File: src/rtl/midi_rx_parser.sv
// MIDI serial receiver (16x oversampled UART) feeding a running-status message parser.
// Define MIDI_RX_REALTIME_FILTER_EN to swallow realtime bytes F8-FF without a byteready pulse.
module midi_rx_parser #(
  parameter int CLK_HZ = 25000000,
  parameter int BAUD   = 31250
) (
  input  logic       CLOCK_25,
  input  logic       reset,
  input  logic       midi_rxd,
  output logic       byteready,
  output logic [7:0] midi_data_byte,
  output logic [7:0] cur_status,
  output logic [7:0] midibyte_nr,
  output logic       frame_error,
  output logic       sysex_active
);

  localparam int DIV   = CLK_HZ / (BAUD * 16);
  localparam int DIV_W = (DIV > 1) ? $clog2(DIV) : 1;

`ifdef MIDI_RX_REALTIME_FILTER_EN
  localparam bit RT_PASS = 1'b0;
`else
  localparam bit RT_PASS = 1'b1;
`endif

  typedef enum logic [2:0] {WAIT_HIGH, IDLE, START, DATA, STOP} state_t;

  state_t             state, state_nxt;
  logic               rxd_p0, rxd_p1;
  logic [DIV_W-1:0]   div_cnt;
  logic [3:0]         tick_cnt;
  logic [2:0]         bit_cnt;
  logic [7:0]         shreg_p2;
  logic               tick, line;
  logic               cnt_clr, cnt_en, phase_end, sample_bit, vld_p2, ferr_p2;

  function automatic logic [7:0] sat_inc(input logic [7:0] nr);
    return (nr == 8'hFF) ? nr : nr + 8'd1;
  endfunction

  // Cx/Dx carry one data byte per message; the rest carry two and wrap back to 1.
  function automatic logic [7:0] chan_nr_next(input logic [7:0] status, input logic [7:0] nr);
    if (status[7:4] == 4'hC || status[7:4] == 4'hD) return 8'd1;
    else if (nr >= 8'd2)                            return 8'd1;
    else                                            return nr + 8'd1;
  endfunction

  // Stage 0/1: two-flop synchronizer, idles high.
  always_ff @(posedge CLOCK_25 or posedge reset) begin
    if (reset) begin
      rxd_p0 <= 1'b1;
      rxd_p1 <= 1'b1;
    end else begin
      rxd_p0 <= midi_rxd;
      rxd_p1 <= rxd_p0;
    end
  end

  assign line = rxd_p1;
  assign tick = (div_cnt == DIV_W'(DIV - 1));

  always_ff @(posedge CLOCK_25 or posedge reset) begin
    if (reset) begin
      div_cnt  <= '0;
      tick_cnt <= '0;
      bit_cnt  <= '0;
    end else begin
      if (cnt_clr || tick) div_cnt <= '0;
      else                 div_cnt <= div_cnt + DIV_W'(1);
      if (cnt_clr || phase_end) tick_cnt <= '0;
      else if (cnt_en)          tick_cnt <= tick_cnt + 4'd1;
      if (cnt_clr)         bit_cnt <= '0;
      else if (sample_bit) bit_cnt <= bit_cnt + 3'd1;
    end
  end

  // Stage 2: LSB-first shift register, loaded at each mid-bit sample.
  always_ff @(posedge CLOCK_25) begin
    if (sample_bit) shreg_p2 <= {line, shreg_p2[7:1]};
  end

  always_ff @(posedge CLOCK_25 or posedge reset) begin
    if (reset) state <= WAIT_HIGH;
    else       state <= state_nxt;
  end

  always_comb begin
    state_nxt = state;
    case (state)
      WAIT_HIGH: if (tick && line) state_nxt = IDLE;
      IDLE:      if (!line)        state_nxt = START;
      START:     if (phase_end)    state_nxt = line ? IDLE : DATA;
      DATA:      if (phase_end && bit_cnt == 3'd7) state_nxt = STOP;
      STOP:      if (phase_end)    state_nxt = line ? IDLE : WAIT_HIGH;
      default:                     state_nxt = WAIT_HIGH;
    endcase
  end

  // Waiting for the line to be high on a tick keeps reset-release (sync flops at 1) from faking an idle line.
  always_comb begin
    cnt_clr    = 1'b0;
    cnt_en     = 1'b0;
    phase_end  = 1'b0;
    sample_bit = 1'b0;
    vld_p2     = 1'b0;
    ferr_p2    = 1'b0;
    case (state)
      IDLE:  cnt_clr = !line;
      START: begin
        cnt_en    = tick;
        phase_end = tick && (tick_cnt == 4'd7);
      end
      DATA: begin
        cnt_en     = tick;
        phase_end  = tick && (tick_cnt == 4'd15);
        sample_bit = phase_end;
      end
      STOP: begin
        cnt_en    = tick;
        phase_end = tick && (tick_cnt == 4'd15);
        vld_p2    = phase_end && line;
        ferr_p2   = phase_end && !line;
      end
      default: ;
    endcase
  end

  // Stage 3: message parser, registered outputs one cycle after the stop sample.
  always_ff @(posedge CLOCK_25 or posedge reset) begin
    if (reset) begin
      byteready      <= 1'b0;
      frame_error    <= 1'b0;
      midi_data_byte <= 8'h00;
      cur_status     <= 8'h00;
      midibyte_nr    <= 8'h00;
      sysex_active   <= 1'b0;
    end else begin
      byteready   <= 1'b0;
      frame_error <= ferr_p2;
      if (vld_p2) begin
        if (shreg_p2 >= 8'hF8) begin
          if (RT_PASS) begin
            byteready      <= 1'b1;
            midi_data_byte <= shreg_p2;
          end
        end else if (shreg_p2[7]) begin
          byteready      <= 1'b1;
          midi_data_byte <= shreg_p2;
          midibyte_nr    <= 8'h00;
          if (shreg_p2 == 8'hF0) begin
            cur_status   <= 8'hF0;
            sysex_active <= 1'b1;
          end else if (shreg_p2 >= 8'hF1) begin
            cur_status   <= 8'h00;
            sysex_active <= 1'b0;
          end else begin
            cur_status   <= shreg_p2;
            sysex_active <= 1'b0;
          end
        end else if (sysex_active) begin
          byteready      <= 1'b1;
          midi_data_byte <= shreg_p2;
          midibyte_nr    <= sat_inc(midibyte_nr);
        end else if (cur_status[7] && cur_status < 8'hF0) begin
          byteready      <= 1'b1;
          midi_data_byte <= shreg_p2;
          midibyte_nr    <= chan_nr_next(cur_status, midibyte_nr);
        end
      end
    end
  end

endmodule

File: config.mk
export PLATFORM = sky130hd
export DESIGN_NAME = midi_rx_parser
export DESIGN_NICKNAME = d
export VERILOG_FILES = /design/src/rtl/midi_rx_parser.sv
export SDC_FILE = /design/constraint.sdc
export NUM_CORES = 1
export LEC_CHECK = 0
export CAP_MARGIN = 20
export CORE_AREA = 2 2 75 77
export DETAILED_ROUTE_END_ITERATION = 6
export DIE_AREA = 0 0 77 79
export GPL_ROUTABILITY_DRIVEN = 0
export PLACE_DENSITY = 0.76
export SLEW_MARGIN = 0
export SYNTH_ARGS = -nofsm -noshare
export SYNTH_HDL_FRONTEND = slang
export SYNTH_SLANG_ARGS = --single-unit
export TNS_END_PERCENT = 5
File: constraint.sdc
create_clock -name CLOCK_25 -period 2 [get_ports CLOCK_25]
set_clock_uncertainty 0.05 [all_clocks]
set_input_delay 0.3 -clock CLOCK_25 [delete_from_list [all_inputs] [get_ports CLOCK_25]]
set_output_delay 0.3 -clock CLOCK_25 [all_outputs]
set_load 0.05 [all_outputs]
==> results.toml, run 1 <==
[run_status]
outcome = "complete, no violations"

[setup_path]
endpoint_kind = "output pin"
cp.required_ps = 1650
crit_type = "reg -> out"
slowest_delay_ps = 860
critPathTopFamily = "buffers and inverters"
crit_path_top_delay_cell = "clkdlybuf4s50_1"
crit_path_max_fanout = 6
critPathArrivalTime_ps = 1610
crit_chain = "clkdlybuf4s50_1"
worstSetupStartpointType = "flop"
cp.buffers_inverters = 1

[sta]
slew_headroom = 0.656
final_hold_viol_count = 0
max_freq_ghz = 0.510
rsz0062_at_grt = "true"
min_period_over_period = 0.981
layout_setup_ws_ps = 38.6
slew_viol_final = 0
tns_ps = 0
tightest_slew_ps = 515
setup_viol = 0
final.min_clock_period_ps = 1960
hold_ws_ps = 272

[grt]
grt_max_degree = 46
track_usage = 0.171
grt_pass1_vias = 1873
grt.overflow.total = 0
grt_first_pass_wirelength_um = 8600
antenna_found_initial = 0

[synth]
syn_inst = 244
yosys_warnings = 0
synth_top_flop_cell = "dfrtp_1"
synthesis.area_um2 = 2530
synthArstFlopShare = 0.849
synth_edf_count = 8
yosysSeqAreaShare = 0.541
yosysUniqueCellTypes = 54
ys_ff_latch = 53
syn_area_per_cell_um2 = 10.4
syn_nets = 254

[floorplan]
ios = 30
fp.dieH_um = 79
initial_core_util = 0.474
die_area_um2 = 6080
rows = 27
core-area_um2 = 5340
die_x_um = 77

[finish]
final_layout_size_suffix_gt1_frac = 0.143
area_delta_synth_final_pct = 23.2
nets = 296
n_antenna_cell = 0

[detailed_routing]
ant_nets = 0
wirelength_um = 4910
vias_per_cell = 5.39
dr.pass1.iters = 4
first_iter_violations = 119
drc = 0
vias = 1936
wl_per_cell_um = 13.7

[clock_network]
cts_buffer_depth = 2
hold_buffers = 0
clock_latency_ps = 310
post_cts_buffers = 0
postCtsResizedCells = 0
cts_tree = "built"
numCtsBuffers = 5
clk_pin_slew_ps = 110
ctsRootBufferMaster = "clkbuf_8"
cts.htree.levels = 2
clock-sinks = 53

[placement]
numPortBuffers = 29
dpl.hpwl_um = 3560
dpl_worst_slack_ps = 44.3

[power_and_ir_drop]
power_density_nw_per_um2 = 560
power.leakage_uw = 0.00145
ir_drop_v = 0.000329

[run]
maxCapViolCount = 0

[hold_path]
hold_class = "in -> async"
-- layout make-up --
cell class / count / area (µm²)
repair buffers: 44 / 425
multi-input cells: 166 / 1080
fillers: 475 / 2220
well taps: 72 / 90.1
inverters: 16 / 60.1
clock inverters: 3 / 25.0
clock buffers: 5 / 68.8
flip-flops and latches: 53 / 1370
-- sequential cells by signal, indices dropped and copies added, names as in the netlist --
name	count
line	1
shreg_p2	8
midi_data_byte	8
rxd_p0	1
midibyte_nr	8
cur_status	8
bit_cnt	3
frame_error	1
state	3
tick_cnt	4
sysex_active	1
div_cnt	6
byteready	1
-- synthesized netlist by cell type, types with 5 or more instances --
master | n | area (µm²)
a21oi_1 | 5 | 25.0
dfrtp_1 | 43 | 1080
edfxtp_1 | 8 | 240
ha_1 | 7 | 87.6
inv_1 | 15 | 56.3
nand2_1 | 29 | 109
nand3_1 | 13 | 65.1
nor2_1 | 27 | 101
o21ai_0 | 13 | 65.1
o31ai_1 | 6 | 45.0
-- through the flow --
stage               cells  area [µm²]   util  power [µW]
global route          359        3120  0.584        1810
floorplan             244        2530      -        1140
global placement      351        3000  0.562        1150
detailed placement    351        3000  0.562        1150
finish                359        3120  0.584        1750
CTS                   359        3090  0.579        1770
-- per-layer routing --
metal | part of all wire | vias to the layer above | GRT usage | wire, µm
met5 | 0 | - | 0 | 0
met1 | 0.45 | 935 | 0.223 | 2200
met3 | 0.039 | 4 | 0.0295 | 192
li1 | - | 946 | - | -
met2 | 0.51 | 51 | 0.300 | 2500
met4 | 0.0043 | 0 | 0.0429 | 21
-- worst min-delay path: cells and delay by family --
family	cells	cell delay, ps
buffers and inverters	3	710
-- power by group --
| group | total, µW | internal, µW | switching, µW |
|---|---|---|---|
| clock network | 618 | 253 | 364 |
| registers | 1100 | 1090 | 1.82 |
| logic | 32.2 | 10.8 | 21.4 |
-- cells by family (layout without fill, tap and decap cells) --
family	Yosys count	count (layout)	share of synthesized area
AO/OA/AOI/OAI	43	43	0.116
XOR/XNOR	8	8	0.0277
adder cells (fa/ha/maj)	7	7	0.0346
buffers and inverters	25	68	0.0396
flip-flops	53	53	0.541
multiplexers	6	6	0.0247
AND/OR/NAND/NOR	102	102	0.217
-- cells in the final DEF (no fill, tap or decap), types with 3 or more instances in the layout --
master           instances
a21o_1                   3
a21oi_1                  5
a31oi_1                  4
buf_4                   14
clkbuf_8                 5
clkdlybuf4s50_1         25
dfrtp_1                 41
dlymetal6s2s_1           4
edfxtp_1                 8
ha_1                     6
inv_1                   13
mux2i_1                  4
nand2_1                 29
nand2b_1                 3
nand3_1                 13
nand4_1                  4
nor2_1                  27
o21ai_0                 13
o31ai_1                  5
xnor2_1                  4
xor2_1                   4
-- final timing paths --
kind | startpoint | end | slack [ps] | depth (start not counted)
min reg2reg | rxd_p0$_DFF_PP1_ | line$_DFF_PP1_ | 310 | 0
max reg2reg | div_cnt[1]$_DFF_PP0_ | midibyte_nr[4]$_DFFE_PP0P_ | 50 | 7
min | reset | cur_status[2]$_DFFE_PP0P_ | 270 | 3
max | sysex_active$_DFFE_PP0P_ | sysex_active | 40 | 1
max in group asynchronous | reset | line$_DFF_PP1_ | 1360 | 3
min in group CLOCK_25 | rxd_p0$_DFF_PP1_ | line$_DFF_PP1_ | 310 | 0
Power figures use the tool's default switching activity.
==> inputs of run 2 (changes only) <==
--- a/config.mk
+++ b/config.mk
@@ -11,6 +11,7 @@
 export DIE_AREA = 0 0 77 79
 export GPL_ROUTABILITY_DRIVEN = 0
 export PLACE_DENSITY = 0.76
+export SKIP_LAST_GASP = 1
 export SLEW_MARGIN = 0
 export SYNTH_ARGS = -nofsm -noshare
 export SYNTH_HDL_FRONTEND = slang
==> run 2 against run 1 <==
  * Global-route usage is the same
  * Cell count is the same
  * Utilization shrank 0.40 points
  * Via count shrank 0.31%
  * First-iteration DRC count grew 8.4%
  * Die area is the same
  * Total power shrank 0.35%
  * Cell area shrank 0.68%
  * Worst hold slack gained 3.7 ps
  * Sequential cell count is the same
  * Largest cell class unchanged
==> results.toml, run 2 (synthesized netlist as in run 1, its figures left out) <==
[grt]
grt_first_pass_wirelength_um = 8600
grt_pass1_vias = 1873
grt_max_degree = 46
track_usage = 0.171
antenna_found_initial = 0
grt.overflow.total = 0

[clock_network]
numCtsBuffers = 5
clock_latency_ps = 300
ctsRootBufferMaster = "clkbuf_8"
clk_pin_slew_ps = 100
cts.htree.levels = 2
cts_tree = "built"
cts_buffer_depth = 2
clock-sinks = 53

[floorplan]
initial_core_util = 0.474
core-area_um2 = 5340
die_x_um = 77
ios = 30
fp.dieH_um = 79
rows = 27
die_area_um2 = 6080

[sta]
min_period_over_period = 0.994
slew_viol_final = 0
rsz0062_at_grt = "true"
max_freq_ghz = 0.503
tightest_slew_ps = 508
setup_viol = 0
final_hold_viol_count = 0
final.min_clock_period_ps = 1990
slew_headroom = 0.660

[finish]
final_cell_mix = "dfrtp_1, nand2_1, clkdlybuf4s50_1"
final_common_cell = "dfrtp_1"
utilization = 0.580
nets = 296
postLayoutCellArea_um2 = 3100
area_delta_synth_final_pct = 22.4
final_layout_size_suffix_gt1_frac = 0.139
n_antenna_cell = 0

[detailed_routing]
vias_per_cell = 5.38
ant_nets = 0
wl_per_cell_um = 13.4
vias = 1930
dr.pass1.iters = 4
drc = 0
first_iter_violations = 129
wirelength_um = 4800

[setup_path]
slowest_delay_ps = 850
cp.required_ps = 1650
cp.buffers_inverters = 1
critPathTopFamily = "buffers and inverters"
critPathArrivalTime_ps = 1640
crit_cells = 1
reg2reg_to = "midibyte_nr[4]$_DFFE_PP0P_"
endpoint_kind = "output pin"
r2r_cells = 7
crit_chain = "clkdlybuf4s50_1"
r2r_start = "div_cnt[1]$_DFF_PP0_"
crit_type = "reg -> out"
worstSetupStartpointType = "flop"
crit_path_top_delay_cell = "clkdlybuf4s50_1"
crit_path_max_fanout = 7
r2r_slack_ps = 40

[power_and_ir_drop]
power.leakage_uw = 0.00138
ir_drop_v = 0.000325
power_density_nw_per_um2 = 562

[placement]
place_area_um2 = 3000
dpl.hpwl_um = 3560
numPortBuffers = 29

[run_status]
outcome = "complete, no violations"

[hold_path]
hold_class = "in -> async"

[run]
maxCapViolCount = 0
## run 2: layout make-up
class	instances	area [µm²]
Multi-Input combinational cell	166	1070
Clock inverter	3	25.0
Sequential cell	53	1370
Fill cell	472	2240
Timing Repair Buffer	44	415
Clock buffer	5	68.8
Tap cell	72	90.1
Inverter	16	60.1
## run 2: report_power, final
group          leakage (µW)  internal [µW]  switching (µW)
Combinational      0.000658           10.7            21.5
Clock             0.0000447            253             358
Sequential         0.000677           1090            1.83
Total               0.00138           1360             382
## run 2: per-stage QoR
step	cells	setup TNS, ps	total power, µW	hold WS [ps]	setup slack [ps]
5_1_grt	359	-395	1810	294	-93.5
2_1_floorplan	244	-29.6	1140	254	-29.6
6_report	359	0	1740	276	12.6
3_3_place_gp	351	0	1150	295	94.1
4_1_cts	359	0	1770	287	17.7
3_5_place_dp	351	0	1150	297	44.3
## run 2: worst max path at each step
| stage | slack, ps | start | endpoint |
|---|---|---|---|
| final | 10 | midibyte_nr[5]$_DFFE_PP0P_ | midibyte_nr[5] |
| after detailed placement | 40 | div_cnt[1]$_DFF_PP0_ | shreg_p2[2]$_DFFE_PP_ |
| after global placement | 90 | div_cnt[1]$_DFF_PP0_ | midibyte_nr[5]$_DFFE_PP0P_ |
| after CTS | 20 | midibyte_nr[3]$_DFFE_PP0P_ | midibyte_nr[3] |
| after global routing | -90 | midibyte_nr[0]$_DFFE_PP0P_ | midibyte_nr[5]$_DFFE_PP0P_ |
| after floorplan | -30 | midibyte_nr[0]$_DFFE_PP0P_ | midibyte_nr[5]$_DFFE_PP0P_ |
## run 2: what timing repair did
action / in CTS / in global routing
hold buffers: 0 / 0
gates resized for setup: 0 / 2
buffers inserted: 0 / 0
setup endpoints to repair: 0 / 24
## run 2: routing by layer
| metal | wire [µm] | up-vias | GRT usage | share of wire |
|---|---|---|---|---|
| met2 | 2430 | 55 | 0.300 | 0.51 |
| met4 | 17 | 0 | 0.0429 | 0.0035 |
| met1 | 2170 | 927 | 0.223 | 0.45 |
| met3 | 189 | 2 | 0.0295 | 0.039 |
| met5 | 0 | - | 0 | 0 |
| li1 | - | 946 | - | - |
